===== src/rtl/block_stat_accum.sv =====
`default_nettype none
// ============================================================================
// block_stat_accum : per-block max / truncated-average statistics with row sum
// Rev 1.0
// ============================================================================
module block_stat_accum #(
  parameter int BW_LOG2  = 6,
  parameter int BL_LOG2  = 6,
  parameter int BLOCKS_H = 16
) (
  input  logic        iODCK,
  input  logic        iRST,
  input  logic [7:0]  iPixelData,
  input  logic        iH_Duty,
  input  logic        iV_Duty,
  input  logic        iSw_0Max_1Avg,
  output logic [7:0]  oBlockData,
  output logic [13:0] oLineSum,
  output logic        oEnEnha,
  output logic [5:0]  oH_Block_Count,
  output logic [6:0]  oV_Block_Duty_Count
);

  localparam int PW   = (BW_LOG2 > 0) ? BW_LOG2 : 1;
  localparam int LW   = (BL_LOG2 > 0) ? BL_LOG2 : 1;
  localparam int CW   = (BLOCKS_H > 1) ? $clog2(BLOCKS_H) : 1;
  localparam int AW   = 8 + BW_LOG2 + BL_LOG2;
  localparam int SH   = BW_LOG2 + BL_LOG2;
  localparam int NACC = 1 << CW;
  localparam logic [PW-1:0] PX_MAX  = PW'((1 << BW_LOG2) - 1);
  localparam logic [LW-1:0] LN_MAX  = LW'((1 << BL_LOG2) - 1);
  localparam logic [CW-1:0] COL_MAX = CW'(BLOCKS_H - 1);
  localparam logic [6:0]    ROW_MAX = 7'd127;

  logic [PW-1:0] px_q, px_d;
  logic [CW-1:0] col_q, col_d;
  logic [LW-1:0] ln_q, ln_d;
  logic [6:0]    row_q, row_d;
  logic          done_q, done_d;
  logic          mode_q, mode_d;
  logic          h_prev_q, h_prev_d;
  logic          v_prev_q, v_prev_d;
  logic [AW-1:0] acc_q [NACC];
  logic [AW-1:0] acc_d [NACC];
  logic [13:0]   run_q, run_d;
  logic [13:0]   sum_q, sum_d;
  logic          en_q, en_d;
  logic [7:0]    data_q, data_d;
  logic [5:0]    hcnt_q, hcnt_d;
  logic [6:0]    vcnt_q, vcnt_d;

  logic          v_rise, h_fall, active, last_px, finalise;
  logic [AW-1:0] acc_cur, pix_ext, acc_sum, pix_max;
  logic [7:0]    value;

  always_comb begin
    v_rise   = iV_Duty & ~v_prev_q;
    h_fall   = h_prev_q & ~iH_Duty;
    // done_q masks pixels past the last block until the line ends
    active   = iH_Duty & iV_Duty & ~done_q;
    last_px  = (px_q == PX_MAX);
    finalise = active & last_px & (ln_q == LN_MAX);
    acc_cur  = acc_q[col_q];
    pix_ext  = AW'(iPixelData);
    acc_sum  = acc_cur + pix_ext;
    pix_max  = (acc_cur > pix_ext) ? acc_cur : pix_ext;
    value    = mode_q ? 8'(acc_sum >> SH) : 8'(pix_max);

    px_d     = px_q;
    col_d    = col_q;
    ln_d     = ln_q;
    row_d    = row_q;
    done_d   = done_q;
    mode_d   = mode_q;
    h_prev_d = iH_Duty;
    v_prev_d = iV_Duty;
    acc_d    = acc_q;
    run_d    = run_q;
    sum_d    = sum_q;
    en_d     = 1'b0;
    data_d   = data_q;
    hcnt_d   = hcnt_q;
    vcnt_d   = vcnt_q;

    if (v_rise) begin
      px_d   = '0;
      col_d  = '0;
      ln_d   = '0;
      row_d  = '0;
      done_d = 1'b0;
      mode_d = iSw_0Max_1Avg;
      run_d  = '0;
      for (int i = 0; i < NACC; i++) acc_d[i] = '0;
    end else begin
      if (active) begin
        if (finalise) begin
          acc_d[col_q] = '0;
          en_d         = 1'b1;
          data_d       = value;
          hcnt_d       = 6'(col_q);
          vcnt_d       = row_q;
          if (col_q == COL_MAX) begin
            sum_d = run_q + 14'(value);
            run_d = '0;
          end else begin
            run_d = run_q + 14'(value);
          end
        end else begin
          acc_d[col_q] = mode_q ? acc_sum : pix_max;
        end
        px_d = last_px ? '0 : px_q + PW'(1);
        if (last_px) begin
          if (col_q == COL_MAX) done_d = 1'b1;
          else                  col_d  = col_q + CW'(1);
        end
      end
      // Only a line that reached the end of the last block counts toward ln
      if (h_fall) begin
        px_d   = '0;
        col_d  = '0;
        done_d = 1'b0;
        if (done_q) begin
          ln_d = (ln_q == LN_MAX) ? '0 : ln_q + LW'(1);
          if (ln_q == LN_MAX && row_q != ROW_MAX) row_d = row_q + 7'd1;
        end
      end
    end
  end

  always_ff @(posedge iODCK or negedge iRST) begin
    if (!iRST) begin
      px_q     <= '0;
      col_q    <= '0;
      ln_q     <= '0;
      row_q    <= '0;
      done_q   <= 1'b0;
      mode_q   <= 1'b0;
      h_prev_q <= 1'b0;
      v_prev_q <= 1'b0;
      for (int i = 0; i < NACC; i++) acc_q[i] <= '0;
      run_q    <= '0;
      sum_q    <= '0;
      en_q     <= 1'b0;
      data_q   <= '0;
      hcnt_q   <= '0;
      vcnt_q   <= '0;
    end else begin
      px_q     <= px_d;
      col_q    <= col_d;
      ln_q     <= ln_d;
      row_q    <= row_d;
      done_q   <= done_d;
      mode_q   <= mode_d;
      h_prev_q <= h_prev_d;
      v_prev_q <= v_prev_d;
      acc_q    <= acc_d;
      run_q    <= run_d;
      sum_q    <= sum_d;
      en_q     <= en_d;
      data_q   <= data_d;
      hcnt_q   <= hcnt_d;
      vcnt_q   <= vcnt_d;
    end
  end

  assign oBlockData          = data_q;
  assign oLineSum            = sum_q;
  assign oEnEnha             = en_q;
  assign oH_Block_Count      = hcnt_q;
  assign oV_Block_Duty_Count = vcnt_q;

endmodule
`default_nettype wire


===== config.mk =====
export PLATFORM = sky130hd
export DESIGN_NAME = block_stat_accum
export DESIGN_NICKNAME = d
export VERILOG_FILES = /design/src/rtl/block_stat_accum.sv
export SDC_FILE = /design/constraint.sdc
export NUM_CORES = 1
export LEC_CHECK = 0
export CORE_UTILIZATION = 41
export DETAILED_ROUTE_END_ITERATION = 12
export PLACE_DENSITY = 0.62
export SLEW_MARGIN = 10
export SYNTH_ARGS = -nofsm -noshare
export SYNTH_HDL_FRONTEND = slang
export SYNTH_SLANG_ARGS = --single-unit

===== constraint.sdc =====
create_clock -name iODCK -period 15.5 [get_ports iODCK]
set_input_delay 3.1 -clock iODCK [delete_from_list [all_inputs] [get_ports iODCK]]
set_output_delay 3.1 -clock iODCK [all_outputs]
set_load 0.01 [all_outputs]

==> flow_summary_export.csv <==
group,metric,value,unit
outcome,outcome,"finished clean",
clock_tree,cts.sinks,395,
synthesis,synth_top_family_by_area,"compound AO/OA/AOI/OAI gates",
place,gp_congestion,0.8977,
sta,setup_viol,0,
routing,vias_per_cell,5.917,
synthesis,synth-adder-area-share,2.290,%
setup_path,worstPathMaxFanout,8,
grt,grt_max_degree,102,
clock_tree,cts_setup_buffers,0,
sta,fmax,128.0,MHz
grt,grt-ovfl-total,0,
layout,design_area,0.02106,mm²
grt,globalRouteMet2Util,37.03,%
routing,drtIter0Drc,1295,
setup_path,critical_path.top_delay_family,"compound AO/OA/AOI/OAI gates",
flow_run,cap_viol_max_count,0,
grt,grtUsageMet3,3.777,%
sta,slew_violations,0,
sta,post-route-min-period,7812,ps
clock_tree,cts_tree,"done",
synthesis,syn_inst,1722,
setup_path,cp_slowest_cell,"clkdlybuf4s50_1",
hold_path,hold_path.class,"reg -> reg",
synthesis,ys.flop_type,"dfrtp_1",
clock_tree,clock_path_buffers,3,
setup_path,crit_path_start,"iPixelData[1]",
synthesis,ys_ff_latch,395,
clock_tree,worstSkewPairLatency,560,ps
setup_path,worst_r2r_path_depth,21,
floorplan,rows,77,
floorplan,pin_count,49,
setup_path,critical_path_class,"in -> reg",
routing,vias,13890,
layout,final_common_cell,"dfrtp_1",
hold_path,holdCritStartpoint,"oV_Block_Duty_Count[2]$_DFFE_PN0P_",
synthesis,synth_compound_area_share,15.08,%
routing,wl_per_cell,22.38,µm
sta,final.setup_skew,24.17,ps
hold_path,holdPathStages,2,
sta,worstMarginPinSlew,1104,ps
floorplan,die_area,0.04643,mm²
clock_tree,clk_pin_slew,60,ps
clock_tree,hold_buffers,0,
synthesis,yosysSeqAreaShare,52.90,%
grt,track_usage,23.34,%
setup_path,cp_common_cell,"o21ai_0",
layout,final_cell_mix,"dfrtp_1 (393), nand2_1 (351), o21ai_0 (157)",
setup_path,startpoint_type,"input pin",
place,dp_hpwl,35.02,mm
grt,grt_pass1_wl,84.23,mm
setup_path,worstPathArrival,8240,ps
floorplan,die_h,215.5,µm
layout,finalNetCount,1775,
layout,final_util,47.22,%
grt,met1_usage,32.89,%
setup_path,r2r-end,"run_q[10]$_DFFE_PN0P_",
place,port_buffers,46,
floorplan,die_w,215.5,µm
pwr,ir_drop,0.08322,mV
setup_path,worst_r2r_startpoint,"col_q[0]$_DFFE_PN0P_",
setup_path,critPathBufInv,3,
setup_path,slowest_delay,570,ps
routing,drc_errors,0,
setup_path,worstPathRequired,15930,ps
floorplan,coreArea,0.04461,mm²
synthesis,yosys.area_share.simple,12.15,%
routing,dr.pass1.iters,6,
clock_tree,numCtsBuffers,43,
sta,rsz0062_at_grt,"no",
routing,detail-route-antenna-nets,0,
hold_path,worstHoldEndpoint,"oV_Block_Duty_Count[2]$_DFFE_PN0P_",
sta,min_period_over_period,50.40,%
grt,first_global_vias,14000,
clock_tree,cts_resized,0,
layout,area_growth,12.72,%
synthesis,synthMuxAreaShare,12.20,%
synthesis,synth_edf_count,0,
synthesis,synth_cell_types,64,
grt,antenna_found_initial,0,
floorplan,start_util,41.89,%
routing,drt-total-wl,52.54,mm
grt,top_usage_layer,"met2",
synthesis,async_flop_share,100.0,%
setup_path,cp_cell_sequence,"clkdlybuf4s50_1 > inv_1 > ha_1 > nor2b_1 > o21a_1 > o21a_1 > o21bai_1 > a21oi_1 > nor3_4 > mux2i_1 > a21boi_1 > ha_1 > inv_1 > fa_1 > nor2b_1 > o21ai_0 > a21boi_0 > o21ai_0 > a21boi_0 > o21ai_0 > a21oi_1 > o21ai_0 > a21o_1",
pwr,p_leak,9.208,nW
setup_path,r2r_slack,7930,ps
synthesis,synth_xor_area_share,2.016,%
synthesis,netlist_area,0.01869,mm²
layout,layout-drive-gt1-share,13.38,%
synthesis,yosys_warnings,0,
setup_path,cp-end-kind,"flip-flop",
sta,relSlewSlack,26.18,%
clock_tree,cts-root-buf,"clkbuf_16",
layout,n_antenna_cell,0,
pwr,power_density,109.1,mW/mm²
place,place_area,0.01969,mm²
sta,hold_viol_final,0,
synthesis,synth.avg_cell_area,10.85,µm²
sta,setup_tns,0,ps
clock_tree,htree_levels,2,
==> worst max-delay path by stage <==
stage                                       end  cells past startpoint  slack (ps)
final                     run_q[10]$_DFFE_PN0P_                     23        7690
after global routing      run_q[10]$_DFFE_PN0P_                     23        7250
after CTS                 run_q[10]$_DFFE_PN0P_                     23        7760
after detailed placement  run_q[10]$_DFFE_PN0P_                     23        7220
after global placement    run_q[10]$_DFFE_PN0P_                     23        7370
after floorplan           run_q[10]$_DFFE_PN0P_                     22        8450
==> synth_stat cells (all sizes together) (2+ instances only) <==
cell type / number / area share (%)
a31oi: 12 / 0.48
fa: 2 / 0.21
mux4: 88 / 11
nand3b: 3 / 0.12
ha: 31 / 2.1
nor3: 18 / 0.54
a21o: 6 / 0.24
nand2: 353 / 7.1
or3: 4 / 0.13
o21bai: 3 / 0.12
o21a: 2 / 0.080
xnor2: 26 / 1.2
a21boi: 6 / 0.24
nand2b: 9 / 0.30
nand4: 10 / 0.33
o21ai: 250 / 7.0
buf: 30 / 1.0
clkbuf: 87 / 1.7
and3: 11 / 0.37
and2: 8 / 0.27
dfrtp: 395 / 53
nor3b: 4 / 0.16
xor2: 17 / 0.80
a22oi: 20 / 0.83
inv: 28 / 0.56
a21oi: 45 / 1.2
nor2b: 6 / 0.20
mux2i: 14 / 0.75
nand3: 23 / 0.62
a22o: 95 / 4.5
nor2: 84 / 1.7
mux2: 14 / 0.84
==> cell families after synthesis <==
family	count (synthesis)
compound gates	449
buf+inv	146
flops	395
simple gates	539
fa+ha+maj	33
xor+xnor	43
mux	116
other cells	1
==> registers in the layout, indices dropped and copies added (netlist names) <==
register             count
h_prev_q                 1
px_q                     6
acc_q                  320
v_prev_q                 1
mode_q                   1
done_q                   1
oEnEnha                  1
col_q                    4
row_q                    7
oLineSum                14
ln_q                     6
oV_Block_Duty_Count      7
run_q                   14
oH_Block_Count           4
oBlockData               8
==> where the power goes <==
part | leakage [nW] | switching, mW | total [mW] | internal (mW)
registers | 5.50 | 0.00483 | 1.04 | 1.04
logic | 3.03 | 0.179 | 0.241 | 0.0619
clock network | 0.676 | 0.415 | 1.01 | 0.598
total | 9.21 | 0.599 | 2.30 | 1.70
==> per-layer routing <==
metal  part of all wire [%]  up-vias
met2                     47      510
li1                       -     6127
met5                      0        -
met1                     43     7163
met3                    6.9       94
met4                    2.7        0
==> cell type report <==
class,count,area (µm²)
Clock inverter,8,100.1
Multi-Input combinational cell,1182,8239
Fill cell,4098,23550
Inverter,29,108.9
Timing Repair Buffer,78,705.7
Clock buffer,64,1275
Tap cell,592,740.7
Sequential cell,395,9892
==> stage by stage <==
stage	worst slack, ps	hold slack (ps)	power, mW	std cells
3_3_place_gp	7373	456.4	1.299	2276
2_1_floorplan	8453	444.6	1.208	1723
5_1_grt	7248	491.3	2.377	2348
4_1_cts	7764	475.7	2.308	2348
6_report	7688	469.3	2.297	2348
3_5_place_dp	7224	461.1	1.302	2276
==> worst reg2reg max path, stage by stage, from the launching register on <==
cell	delay, ps
dfrtp_4	1010
buf_4	840
mux4_2	650
mux4_2	590
ha_1	410
or3_1	430
o311ai_0	580
nand2_1	130
xor2_1	160
a21boi_1	230
ha_1	210
inv_1	60
fa_1	430
nor2b_1	120
o21ai_0	110
a21boi_0	240
o21ai_0	140
a21boi_0	250
o21ai_0	210
a21oi_1	300
o21ai_0	120
a21o_1	220
No activity file was read; power rests on OpenSTA's default activity.
